### src/rtl/fg_sram_arbiter.sv
// Foreground SRAM arbiter: fixed-latency pipeline reads with absolute priority,
// SPI and capture writes buffered in small FIFOs and drained round-robin into idle slots.

module fg_wfifo #(
    parameter int WIDTH = 35,
    parameter int DEPTH = 4
) (
    input  logic             clk,
    input  logic             rst_n,
    input  logic             push,
    input  logic [WIDTH-1:0] wdata,
    input  logic             pop,
    output logic [WIDTH-1:0] rdata,
    output logic             empty,
    output logic             full
);
    localparam int AW = $clog2(DEPTH);

    logic [WIDTH-1:0] mem [DEPTH];
    logic [AW:0]      wptr;
    logic [AW:0]      rptr;

    assign empty = (wptr == rptr);
    assign full  = (wptr[AW] != rptr[AW]) && (wptr[AW-1:0] == rptr[AW-1:0]);
    assign rdata = mem[rptr[AW-1:0]];

    always_ff @(posedge clk or negedge rst_n) begin
        if (!rst_n) begin
            wptr <= '0;
            rptr <= '0;
        end else begin
            if (push) wptr <= wptr + (AW+1)'(1);
            if (pop)  rptr <= rptr + (AW+1)'(1);
        end
    end

    // storage needs no reset: the pointers define what is valid
    always_ff @(posedge clk) begin
        if (push) mem[wptr[AW-1:0]] <= wdata;
    end
endmodule

module fg_sram_arbiter #(
    parameter int PRECISION                    = 11,
    parameter int PIXEL_SIZE                   = 16,
    parameter int RESOLUTION_X                 = 800,
    parameter int RESOLUTION_Y                 = 600,
    parameter int ADDR_WIDTH                   = 19,
    parameter int FOREGROUND_FETCH_CYCLE_DELAY = 5,
    parameter int SRAM_READ_LATENCY            = 2,
    parameter int FIFO_DEPTH                   = 4
) (
    input  logic                  clk,
    input  logic                  rst_n,
    input  logic [PRECISION:0]    fg_pixel_request_x,
    input  logic [PRECISION:0]    fg_pixel_request_y,
    input  logic                  fg_pixel_request_active,
    output logic [PIXEL_SIZE-1:0] fg_pixel_in,
    output logic                  fg_pixel_ready,
    input  logic [PRECISION-1:0]  ctrl_image_pixel_x,
    input  logic [PRECISION-1:0]  ctrl_image_pixel_y,
    input  logic [PIXEL_SIZE-1:0] ctrl_image_pixel,
    input  logic                  ctrl_image_pixel_ready,
    input  logic [PRECISION-1:0]  cap_pixel_x,
    input  logic [PRECISION-1:0]  cap_pixel_y,
    input  logic [PIXEL_SIZE-1:0] cap_pixel,
    input  logic                  cap_pixel_ready,
    input  logic                  ctrl_fg_freeze,
    output logic [ADDR_WIDTH-1:0] sram_addr,
    output logic [PIXEL_SIZE-1:0] sram_wdata,
    output logic                  sram_we,
    output logic                  sram_re,
    input  logic [PIXEL_SIZE-1:0] sram_rdata,
    output logic                  spi_overflow,
    output logic                  cap_overflow
);
    localparam int ENTRY_W     = ADDR_WIDTH + PIXEL_SIZE;
    localparam int FETCH       = FOREGROUND_FETCH_CYCLE_DELAY;
    localparam int DATA_STAGES = FETCH - 1 - SRAM_READ_LATENCY;

    function automatic logic coord_ok(input logic [PRECISION-1:0] x,
                                      input logic [PRECISION-1:0] y);
        return (32'(x) < 32'(RESOLUTION_X)) && (32'(y) < 32'(RESOLUTION_Y));
    endfunction

    function automatic logic [ADDR_WIDTH-1:0] pix_addr(input logic [PRECISION-1:0] x,
                                                       input logic [PRECISION-1:0] y);
        logic [31:0] lin;
        lin = 32'(y) * 32'(RESOLUTION_X) + 32'(x);
        return lin[ADDR_WIDTH-1:0];
    endfunction

    logic                  rd_ok;
    logic [ADDR_WIDTH-1:0] rd_addr;
    logic                  spi_wr_ok;
    logic                  cap_wr_ok;
    logic                  spi_push;
    logic                  cap_push;
    logic                  spi_pop;
    logic                  cap_pop;
    logic                  spi_empty;
    logic                  spi_full;
    logic                  cap_empty;
    logic                  cap_full;
    logic [ENTRY_W-1:0]    spi_entry;
    logic [ENTRY_W-1:0]    cap_entry;
    logic [ENTRY_W-1:0]    spi_head;
    logic [ENTRY_W-1:0]    cap_head;
    logic                  wr_go;
    logic                  sel_cap;
    logic                  rr_cap;
    logic [FETCH-1:0]      rd_vld;
    logic [PIXEL_SIZE-1:0] pix_pipe [DATA_STAGES];

    // negative coordinates show up as a set sign bit
    always_comb begin
        rd_ok = fg_pixel_request_active
             && !fg_pixel_request_x[PRECISION] && !fg_pixel_request_y[PRECISION]
             && coord_ok(fg_pixel_request_x[PRECISION-1:0], fg_pixel_request_y[PRECISION-1:0]);
        rd_addr   = pix_addr(fg_pixel_request_x[PRECISION-1:0], fg_pixel_request_y[PRECISION-1:0]);
        spi_entry = {pix_addr(ctrl_image_pixel_x, ctrl_image_pixel_y), ctrl_image_pixel};
        cap_entry = {pix_addr(cap_pixel_x, cap_pixel_y), cap_pixel};
        spi_wr_ok = ctrl_image_pixel_ready && coord_ok(ctrl_image_pixel_x, ctrl_image_pixel_y);
        cap_wr_ok = cap_pixel_ready && !ctrl_fg_freeze && coord_ok(cap_pixel_x, cap_pixel_y);
    end

    // a pop in the same cycle frees the slot a full FIFO needs for its push
    always_comb begin
        wr_go    = !rd_ok && !(spi_empty && cap_empty);
        sel_cap  = !cap_empty && (spi_empty || rr_cap);
        spi_pop  = wr_go && !sel_cap;
        cap_pop  = wr_go && sel_cap;
        spi_push = spi_wr_ok && (!spi_full || spi_pop);
        cap_push = cap_wr_ok && (!cap_full || cap_pop);
    end

    fg_wfifo #(.WIDTH(ENTRY_W), .DEPTH(FIFO_DEPTH)) u_spi_fifo (
        .clk   (clk),
        .rst_n (rst_n),
        .push  (spi_push),
        .wdata (spi_entry),
        .pop   (spi_pop),
        .rdata (spi_head),
        .empty (spi_empty),
        .full  (spi_full)
    );

    fg_wfifo #(.WIDTH(ENTRY_W), .DEPTH(FIFO_DEPTH)) u_cap_fifo (
        .clk   (clk),
        .rst_n (rst_n),
        .push  (cap_push),
        .wdata (cap_entry),
        .pop   (cap_pop),
        .rdata (cap_head),
        .empty (cap_empty),
        .full  (cap_full)
    );

    always_ff @(posedge clk or negedge rst_n) begin
        if (!rst_n) begin
            sram_addr    <= '0;
            sram_wdata   <= '0;
            sram_we      <= 1'b0;
            sram_re      <= 1'b0;
            rr_cap       <= 1'b0;
            spi_overflow <= 1'b0;
            cap_overflow <= 1'b0;
        end else begin
            if (rd_ok) begin
                sram_re   <= 1'b1;
                sram_we   <= 1'b0;
                sram_addr <= rd_addr;
            end else if (wr_go) begin
                sram_re                 <= 1'b0;
                sram_we                 <= 1'b1;
                {sram_addr, sram_wdata} <= sel_cap ? cap_head : spi_head;
                rr_cap                  <= !sel_cap;
            end else begin
                sram_re <= 1'b0;
                sram_we <= 1'b0;
            end
            if (spi_wr_ok && spi_full && !spi_pop) spi_overflow <= 1'b1;
            if (cap_wr_ok && cap_full && !cap_pop) cap_overflow <= 1'b1;
        end
    end

    // rd_vld[k] marks a read issued k cycles ago; data stages load only behind a valid read
    always_ff @(posedge clk or negedge rst_n) begin
        if (!rst_n) begin
            rd_vld <= '0;
            for (int k = 0; k < DATA_STAGES; k++) pix_pipe[k] <= '0;
        end else begin
            rd_vld <= {rd_vld[FETCH-2:0], rd_ok};
            if (rd_vld[SRAM_READ_LATENCY]) pix_pipe[0] <= sram_rdata;
            for (int k = 1; k < DATA_STAGES; k++) begin
                if (rd_vld[SRAM_READ_LATENCY+k]) pix_pipe[k] <= pix_pipe[k-1];
            end
        end
    end

    assign fg_pixel_ready = rd_vld[FETCH-1];
    assign fg_pixel_in    = pix_pipe[DATA_STAGES-1];
endmodule
### config.mk
export PLATFORM = sky130hd
export DESIGN_NAME = fg_sram_arbiter
export DESIGN_NICKNAME = d
export VERILOG_FILES = /design/src/rtl/fg_sram_arbiter.sv
export SDC_FILE = /design/constraint.sdc
export NUM_CORES = 1
export LEC_CHECK = 0
export ABC_AREA = 1
export BUFFER_PORTS_ARGS = -buffer_cell sky130_fd_sc_hd__buf_2
export CORE_UTILIZATION = 51
export CTS_CLUSTER_DIAMETER = 200
export DETAILED_ROUTE_END_ITERATION = 10
export HOLD_SLACK_MARGIN = 0.12
export MAX_ROUTING_LAYER = met4
export PLACE_DENSITY = 0.7
export SLEW_MARGIN = 25
export SYNTH_ARGS = -nofsm -noshare
export SYNTH_HDL_FRONTEND = slang
export SYNTH_SLANG_ARGS = --single-unit
### constraint.sdc
create_clock -name clk -period 6.55 [get_ports clk]
set_input_delay 0.3275 -clock clk [delete_from_list [all_inputs] [get_ports clk]]
set_output_delay 0.3275 -clock clk [all_outputs]
set_load 0.05 [all_outputs]
* Word level (Yosys, flattened, before mapping)
Memories as Yosys holds them, arrays and structs flattened. Index checks and enable logic that the tools add are counted.
Word-level totals: flip-flop bits (word level) 89, RAM bits 280, input bits 122, output and inout bits 56, word-level logic and storage cells 87, memories kept 2
Operators by class: $add $sub $neg 7, multipliers 3, $lt $le $gt $ge 6, equality and inequality tests 6, muxes and demuxes 10, bitwise gates (word level) 1, reduce and logical (&&, ||, !) cells 38
Memories:
- u_cap_fifo.mem | depth 4, bits a word 35, read ports 1, clocked after memory_dff 0, write ports 1, line 19 | logic [WIDTH-1:0] mem [DEPTH];
- u_spi_fifo.mem | depth 4, bits a word 35, read ports 1, clocked after memory_dff 0, write ports 1, line 19
Operators with widths (count):
- $lt 11x10->1 const B | 6
- $add 19x11->19 | 3
- $mul 11x5->14 const B | 3
- $mux 19 | 2
- $mux 35 | 1
- $logic_and 1x1->1 | 22
- $add 3x1->3 const B | 4
- $logic_not 1->1 | 11
- $mux 1 | 7
- $eq 3x3->1 | 2
- $eq 2x2->1 | 2
- $logic_or 1x1->1 | 3
- $ne 1x1->1 | 2
- $reduce_and 2->1 | 1
- $reduce_bool 2->1 | 1
- $not 1->1 | 1

* Logic depth before layout (Yosys ltp)
depth after elaboration 11, mapped depth 20, gate-level depth less buffers 20

* By module
From an unflattened synthesis, not the netlist that was laid out.
Second synthesis, totals: cell total of the unflattened synthesis 1932, area total of the unflattened synthesis 19605.1 sq um
Modules (own cells, without submodules):
- fg_wfifo | times used 2, cells an instance 450, area each 5945.7 sq um
- fg_sram_arbiter | times used 1, cells an instance 1032, area each 7713.6 sq um

* Worst setup path before layout
No wires, ideal clock.
path type in2reg, from input fg_pixel_request_y[5], to memory u_spi_fifo.mem[0][0], enable pin, library setup time 427 ps, arrival time 2911 ps, required time 6123 ps, slack 3212 ps, stages on the path 11, path buffers 0, cells stage by stage inv_1 ha_1 a21oi_1 o21ai_0 nand2_1 nand2_2 nand2_4 nand3_4 nand2_2 nand2_2 nor2_1
On the way: longest elaborated chain between the ends 10
Ends and longest elaborated chain:
- start: declaration | line 56 | input logic [PRECISION:0] fg_pixel_request_y,
- $lt 11x10->1 | line 83 | return (32'(x) < 32'(RESOLUTION_X)) && (32'(y) < 32'(RESOLUTION_Y));
- $logic_and 1x1->1 | line 83
- $logic_and 1x1->1 | line 119 | && coord_ok(fg_pixel_request_x[PRECISION-1:0], fg_pixel_request_y[PRECISION-1:0]);
- $logic_not 1->1 | line 129 | wr_go = !rd_ok && !(spi_empty && cap_empty);
- $logic_and 1x1->1 | line 129
- $logic_and 1x1->1 | line 131 | spi_pop = wr_go && !sel_cap;
- $logic_or 1x1->1 | line 133 | spi_push = spi_wr_ok && (!spi_full || spi_pop);
- $logic_and 1x1->1 | line 133
- $mux 1 | line 39 | if (push) mem[wptr[AW-1:0]] <= wdata;
- $mux 1 (not written as such) | line 39
- end: declaration | line 19
No other way between the ends.

* Final worst setup path
from register u_cap_fifo.rptr[0], to memory u_cap_fifo.mem[2][34], enable pin
On the way: longest elaborated chain between the ends 9
Ends and longest elaborated chain:
- start: declaration | line 21 | logic [AW:0] rptr;
- start signal: assignment | line 33 | if (pop) rptr <= rptr + (AW+1)'(1);
- $eq 3x3->1 | line 23 | assign empty = (wptr == rptr);
- $logic_and 1x1->1 | line 129
- $logic_not 1->1 | line 129
- $logic_and 1x1->1 | line 129
- $logic_and 1x1->1 | line 132 | cap_pop = wr_go && sel_cap;
- $logic_or 1x1->1 (*) | line 134 | cap_push = cap_wr_ok && (!cap_full || cap_pop);
- $logic_and 1x1->1 (*) | line 134
- $mux 1 (*) | line 39
- $mux 1 (not written as such) (*) | line 39
- end: declaration | line 19
Mark *: on every way between the ends. The rest lies on a longest branch, timed or not.

==> report_table.html <==
<table>
<tr><th>Metric</th><th>Value</th></tr>
<tr><th colspan="2">Outcome</th></tr>
<tr><td>Outcome</td><td>finished clean</td></tr>
<tr><th colspan="2">Layout</th></tr>
<tr><td>Antenna cells</td><td>0</td></tr>
<tr><td>Fraction of final layout cells sized beyond drive strength 1</td><td>0.136</td></tr>
<tr><td>Sequential cell area</td><td>10600 um2</td></tr>
<tr><td>Fill cell total of the finished layout</td><td>2937</td></tr>
<tr><td>Synth-to-layout area growth</td><td>16.4%</td></tr>
<tr><td>Number of nets at the end of the flow</td><td>2321</td></tr>
<tr><td>Footprint of the multi-input gates</td><td>6990 um2</td></tr>
<tr><th colspan="2">Route</th></tr>
<tr><td>DRC Markers</td><td>0</td></tr>
<tr><td>Via count of the routed design</td><td>13600</td></tr>
<tr><td>Drt via density</td><td>5.37</td></tr>
<tr><td>Antenna violation net count after detailed routing</td><td>0</td></tr>
<tr><td>Number of DRC markers after the initial detailed-route iteration</td><td>1080</td></tr>
<tr><td>WL per Instance</td><td>17.3 um</td></tr>
<tr><td>Total wire length after detailed routing</td><td>43.7 mm</td></tr>
<tr><td>Number of optimization iterations in the first detailed-route pass</td><td>6</td></tr>
<tr><th colspan="2">Hold path</th></tr>
<tr><td>Hold path cells</td><td>2</td></tr>
<tr><td>Tightest Hold Check Type</td><td>in2reg</td></tr>
<tr><td>WHS Endpoint</td><td>u_spi_fifo.mem[3][21]</td></tr>
<tr><td>Start point of the worst hold path</td><td>ctrl_image_pixel_x[5]</td></tr>
<tr><th colspan="2">Setup path</th></tr>
<tr><td>Worst path required time</td><td>6.75 ns</td></tr>
<tr><td>Origin of the critical flop-to-flop path</td><td>u_cap_fifo.rptr[0]</td></tr>
<tr><td>Setup slack of the worst register-to-register path</td><td>2.39 ns</td></tr>
<tr><td>Kind of end point of the critical path</td><td>flop</td></tr>
<tr><td>Critical path arrival</td><td>4.36 ns</td></tr>
<tr><td>Critical path class</td><td>reg2reg</td></tr>
<tr><td>Reg-to-reg endpoint</td><td>u_cap_fifo.mem[2][34]</td></tr>
<tr><td>Critical Path Fanout Max</td><td>73</td></tr>
<tr><td>Setup crit start kind</td><td>flop</td></tr>
<tr><td>Reg2reg path depth</td><td>13</td></tr>
<tr><th colspan="2">STA</th></tr>
<tr><td>Max_slew headroom</td><td>0.307</td></tr>
<tr><td>Crit share post-route</td><td>0.634</td></tr>
<tr><td>Highest clock frequency the design can meet</td><td>241 MHz</td></tr>
<tr><td>Final setup skew</td><td>0.0169 ns</td></tr>
<tr><td>Slew @ Worst Pin</td><td>1.03 ns</td></tr>
<tr><td>Slew Limit Fails</td><td>0</td></tr>
<tr><td>Sum of negative setup slack</td><td>0 ns</td></tr>
<tr><td>Setup slack after layout</td><td>2.39 ns</td></tr>
<tr><td>Crit path time final</td><td>4.16 ns</td></tr>
<tr><td>RSZ-0062 raised after global routing</td><td>false</td></tr>
<tr><td>Finish-stage setup viols</td><td>0</td></tr>
<tr><td>Number of hold violations in the final report</td><td>0</td></tr>
<tr><th colspan="2">Synthesis</th></tr>
<tr><td>Post-synth top flop</td><td>edfxtp_1</td></tr>
<tr><td>Dominant combinational cell family by area after synthesis</td><td>simple AND/OR/NAND/NOR gates</td></tr>
<tr><td>Yosys top cell by area</td><td>edfxtp_1</td></tr>
<tr><td>Post-synthesis compound-gate area fraction</td><td>0.0956</td></tr>
<tr><td>Post-synth design cell area</td><td>18800 um2</td></tr>
<tr><td>Synth top area share</td><td>0.447</td></tr>
<tr><td>Top-count cell post-synth</td><td>edfxtp_1</td></tr>
<tr><td>Async set-reset flop share out of synthesis</td><td>0.239</td></tr>
<tr><td>Adder and majority cell fraction of the synthesized area</td><td>0.111</td></tr>
<tr><td>Top cells by instance count after synthesis</td><td>edfxtp_1 (280), nand2_1 (261), nor2_1 (239), inv_1 (205), o21ai_0 (179)</td></tr>
<tr><td>Post-synthesis sequential area ratio</td><td>0.565</td></tr>
<tr><td>Synthesized netlist cell count</td><td>1828</td></tr>
<tr><td>Mux contribution to synthesized area</td><td>0</td></tr>
<tr><td>Number of enable-type register cells in the synthesized netlist</td><td>280</td></tr>
<tr><td>Number of warning messages in the yosys log</td><td>0</td></tr>
<tr><td>Synthesized-area fraction occupied by and/or/nand/nor cells</td><td>0.137</td></tr>
<tr><td>Average cell area after synthesis</td><td>10.3 um2</td></tr>
<tr><td>Count of cell types in the netlist</td><td>41</td></tr>
<tr><td>Register bit count reported by yosys</td><td>368</td></tr>
<tr><td>Number of nets produced by synthesis</td><td>2104</td></tr>
<tr><td>Area contributors post-synth</td><td>edfxtp_1 (45%), dfrtp_1 (12%), ha_1 (8.9%)</td></tr>
<tr><td>Post-Synth XOR/XNOR Area</td><td>0.0270</td></tr>
<tr><th colspan="2">Global routing</th></tr>
<tr><td>Global Route Usage Sum</td><td>0.242</td></tr>
<tr><td>Global-route wire length before repair</td><td>70.1 mm</td></tr>
<tr><td>Largest net degree at the start of global routing</td><td>74</td></tr>
<tr><td>Number of global-route vias before repair</td><td>13500</td></tr>
<tr><td>GRT overflow</td><td>0</td></tr>
<tr><td>Met1 usage</td><td>0.322</td></tr>
<tr><td>Met3 track demand over resource in global routing</td><td>0.0355</td></tr>
<tr><td>Grt peak-use layer</td><td>met2</td></tr>
<tr><td>Met2 usage</td><td>0.380</td></tr>
<tr><td>Initial antenna violation count</td><td>0</td></tr>
<tr><th colspan="2">Floorplan</th></tr>
<tr><td>Die area</td><td>37600 um2</td></tr>
<tr><td>FP Rows</td><td>69</td></tr>
<tr><td>Core region area</td><td>35900 um2</td></tr>
<tr><td>Floorplan die height</td><td>194 um</td></tr>
<tr><td>Initial core utilization</td><td>0.523</td></tr>
<tr><td>Die outline width</td><td>194 um</td></tr>
<tr><td>I/O pin cnt</td><td>178</td></tr>
<tr><th colspan="2">Clock network</th></tr>
<tr><td>Root buf cell</td><td>clkbuf_16</td></tr>
<tr><td>Clock Path Buffers</td><td>3</td></tr>
<tr><td>Maximum level of the CTS H-tree</td><td>2</td></tr>
<tr><td>Num CTS Buffers</td><td>39</td></tr>
<tr><td>Post-CTS repair timing setup buffer count</td><td>0</td></tr>
<tr><td>Clock latency at the later pin of the worst-skew pair</td><td>0.53 ns</td></tr>
<tr><td>Clk slew on worst S/H paths</td><td>0.06 ns</td></tr>
<tr><td>Total clock sinks</td><td>368</td></tr>
<tr><td>TritonCTS clock tree</td><td>yes</td></tr>
<tr><th colspan="2">Placed design</th></tr>
<tr><td>Count of input and output buffers</td><td>177</td></tr>
<tr><td>Setup WS pre-CTS</td><td>2.38 ns</td></tr>
<tr><td>HPWL Detailed</td><td>30.7 mm</td></tr>
<tr><td>Routability congestion estimate</td><td>0.899</td></tr>
<tr><th colspan="2">Power and ir drop</th></tr>
<tr><td>Leakage dissipation</td><td>9.41 nW</td></tr>
<tr><td>Maximum vdd drop</td><td>0.248 mV</td></tr>
<tr><td>Power density of the placed cells</td><td>424 nW/um2</td></tr>
<tr><th colspan="2">Job</th></tr>
<tr><td>Number of max-cap violations</td><td>0</td></tr>
</table>
[sequential cells by signal, summed over array words and instances (netlist names), 5 cells and up]
register        flops
pix_pipe           16
u_spi_fifo.mem    140
u_cap_fifo.mem    140
fg_pixel_in        16
rd_vld              5
sram_addr          19
sram_wdata         16
[metal layers]
| layer | vias to the layer above | routed length [um] |
|---|---|---|
| met3 | 73 | 2530 |
| met5 | - | 0 |
| met1 | 6471 | 19500 |
| li1 | 6624 | - |
| met2 | 435 | 20400 |
| met4 | 0 | 1320 |
[worst max-delay path: stages, from the launching register on]
cell and delay (ns):
dfrtp_2 0.38, buf_4 0.30, inv_2 0.10, buf_4 0.55, nand2_1 0.11, nand4_1 0.14
or2_4 0.16, nand2_4 0.16, inv_4 0.33, nand2_4 0.11, nand2_1 0.13, nand2_2 0.14
nor2_2 0.75, buf_4 0.42
[metrics by stage]
stage	power, mW	hold slack, ns	instance area [um2]	cells	util
floorplan	6.06	0.0319	18800	1828	-
finish	9.27	0.258	21900	2535	0.609
CTS	9.28	0.235	21900	2535	0.609
global route	9.85	0.272	21900	2535	0.609
detailed placement	7.10	0.320	20000	2401	0.556
global placement	6.98	0.316	20000	2401	0.556
[cell type report]
cell class | count | share of cell area
Timing Repair Buffer | 256 | 0.0750
Multi-Input combinational cell | 1168 | 0.320
Sequential cell | 368 | 0.485
Clock inverter | 16 | 0.00686
Clock buffer | 54 | 0.0506
Tap cell | 461 | 0.0264
Inverter | 212 | 0.0365
[cell usage in the layout, fill, tap and decap left out, drive strengths merged, types with 2 or more instances in the layout]
master,netlist,routed
a21oi,63,63
nand3b,4,4
clkbuf,45,54
ha,133,133
dfrtp,88,88
nand4,5,5
a21o,2,2
clkinv,1,13
xor2,39,39
o21ai,184,184
bufinv,0,2
a22oi,2,2
nor2,240,240
nor3,5,5
edfxtp,280,280
xnor2,18,18
dlygate4sd3,0,64
o22ai,60,60
buf,35,192
o21bai,5,5
fa,21,21
nand3,102,102
o211ai,10,10
nand2,270,270
inv,211,212
[power by group]
group	switching [mW]	internal [mW]	leakage, nW
Clock	0.877	1.27	0.617
Combinational	2.89	1.13	5.23
Sequential	0.162	2.94	3.56
[worst max-delay path by stage]
stage | from | endpoint | slack, ns | cells past startpoint
2_1_floorplan | fg_pixel_request_y[5] | u_spi_fifo.mem[0][0] | 3.21 | 11
3_3_place_gp | u_cap_fifo.rptr[0] | u_cap_fifo.mem[2][16] | 2.45 | 13
3_5_place_dp | u_cap_fifo.rptr[0] | u_cap_fifo.mem[0][16] | 2.38 | 13
4_1_cts | u_cap_fifo.rptr[0] | u_cap_fifo.mem[0][0] | 2.37 | 13
5_1_grt | u_cap_fifo.rptr[0] | u_cap_fifo.mem[2][31] | 2.05 | 13
6_report | u_cap_fifo.rptr[0] | u_cap_fifo.mem[2][34] | 2.39 | 13
[cells by family after synthesis]
group | Yosys count
compound gates | 330
xor+xnor | 57
fa+ha+maj | 154
buf+inv | 292
flops | 368
simple gates | 627
[timing repair]
item | CTS | global route
resized for setup | 0 | 0
hold buffers | 64 | 0
hold endpoints to repair | 224 | 0
(Power assumes the default switching activity.)
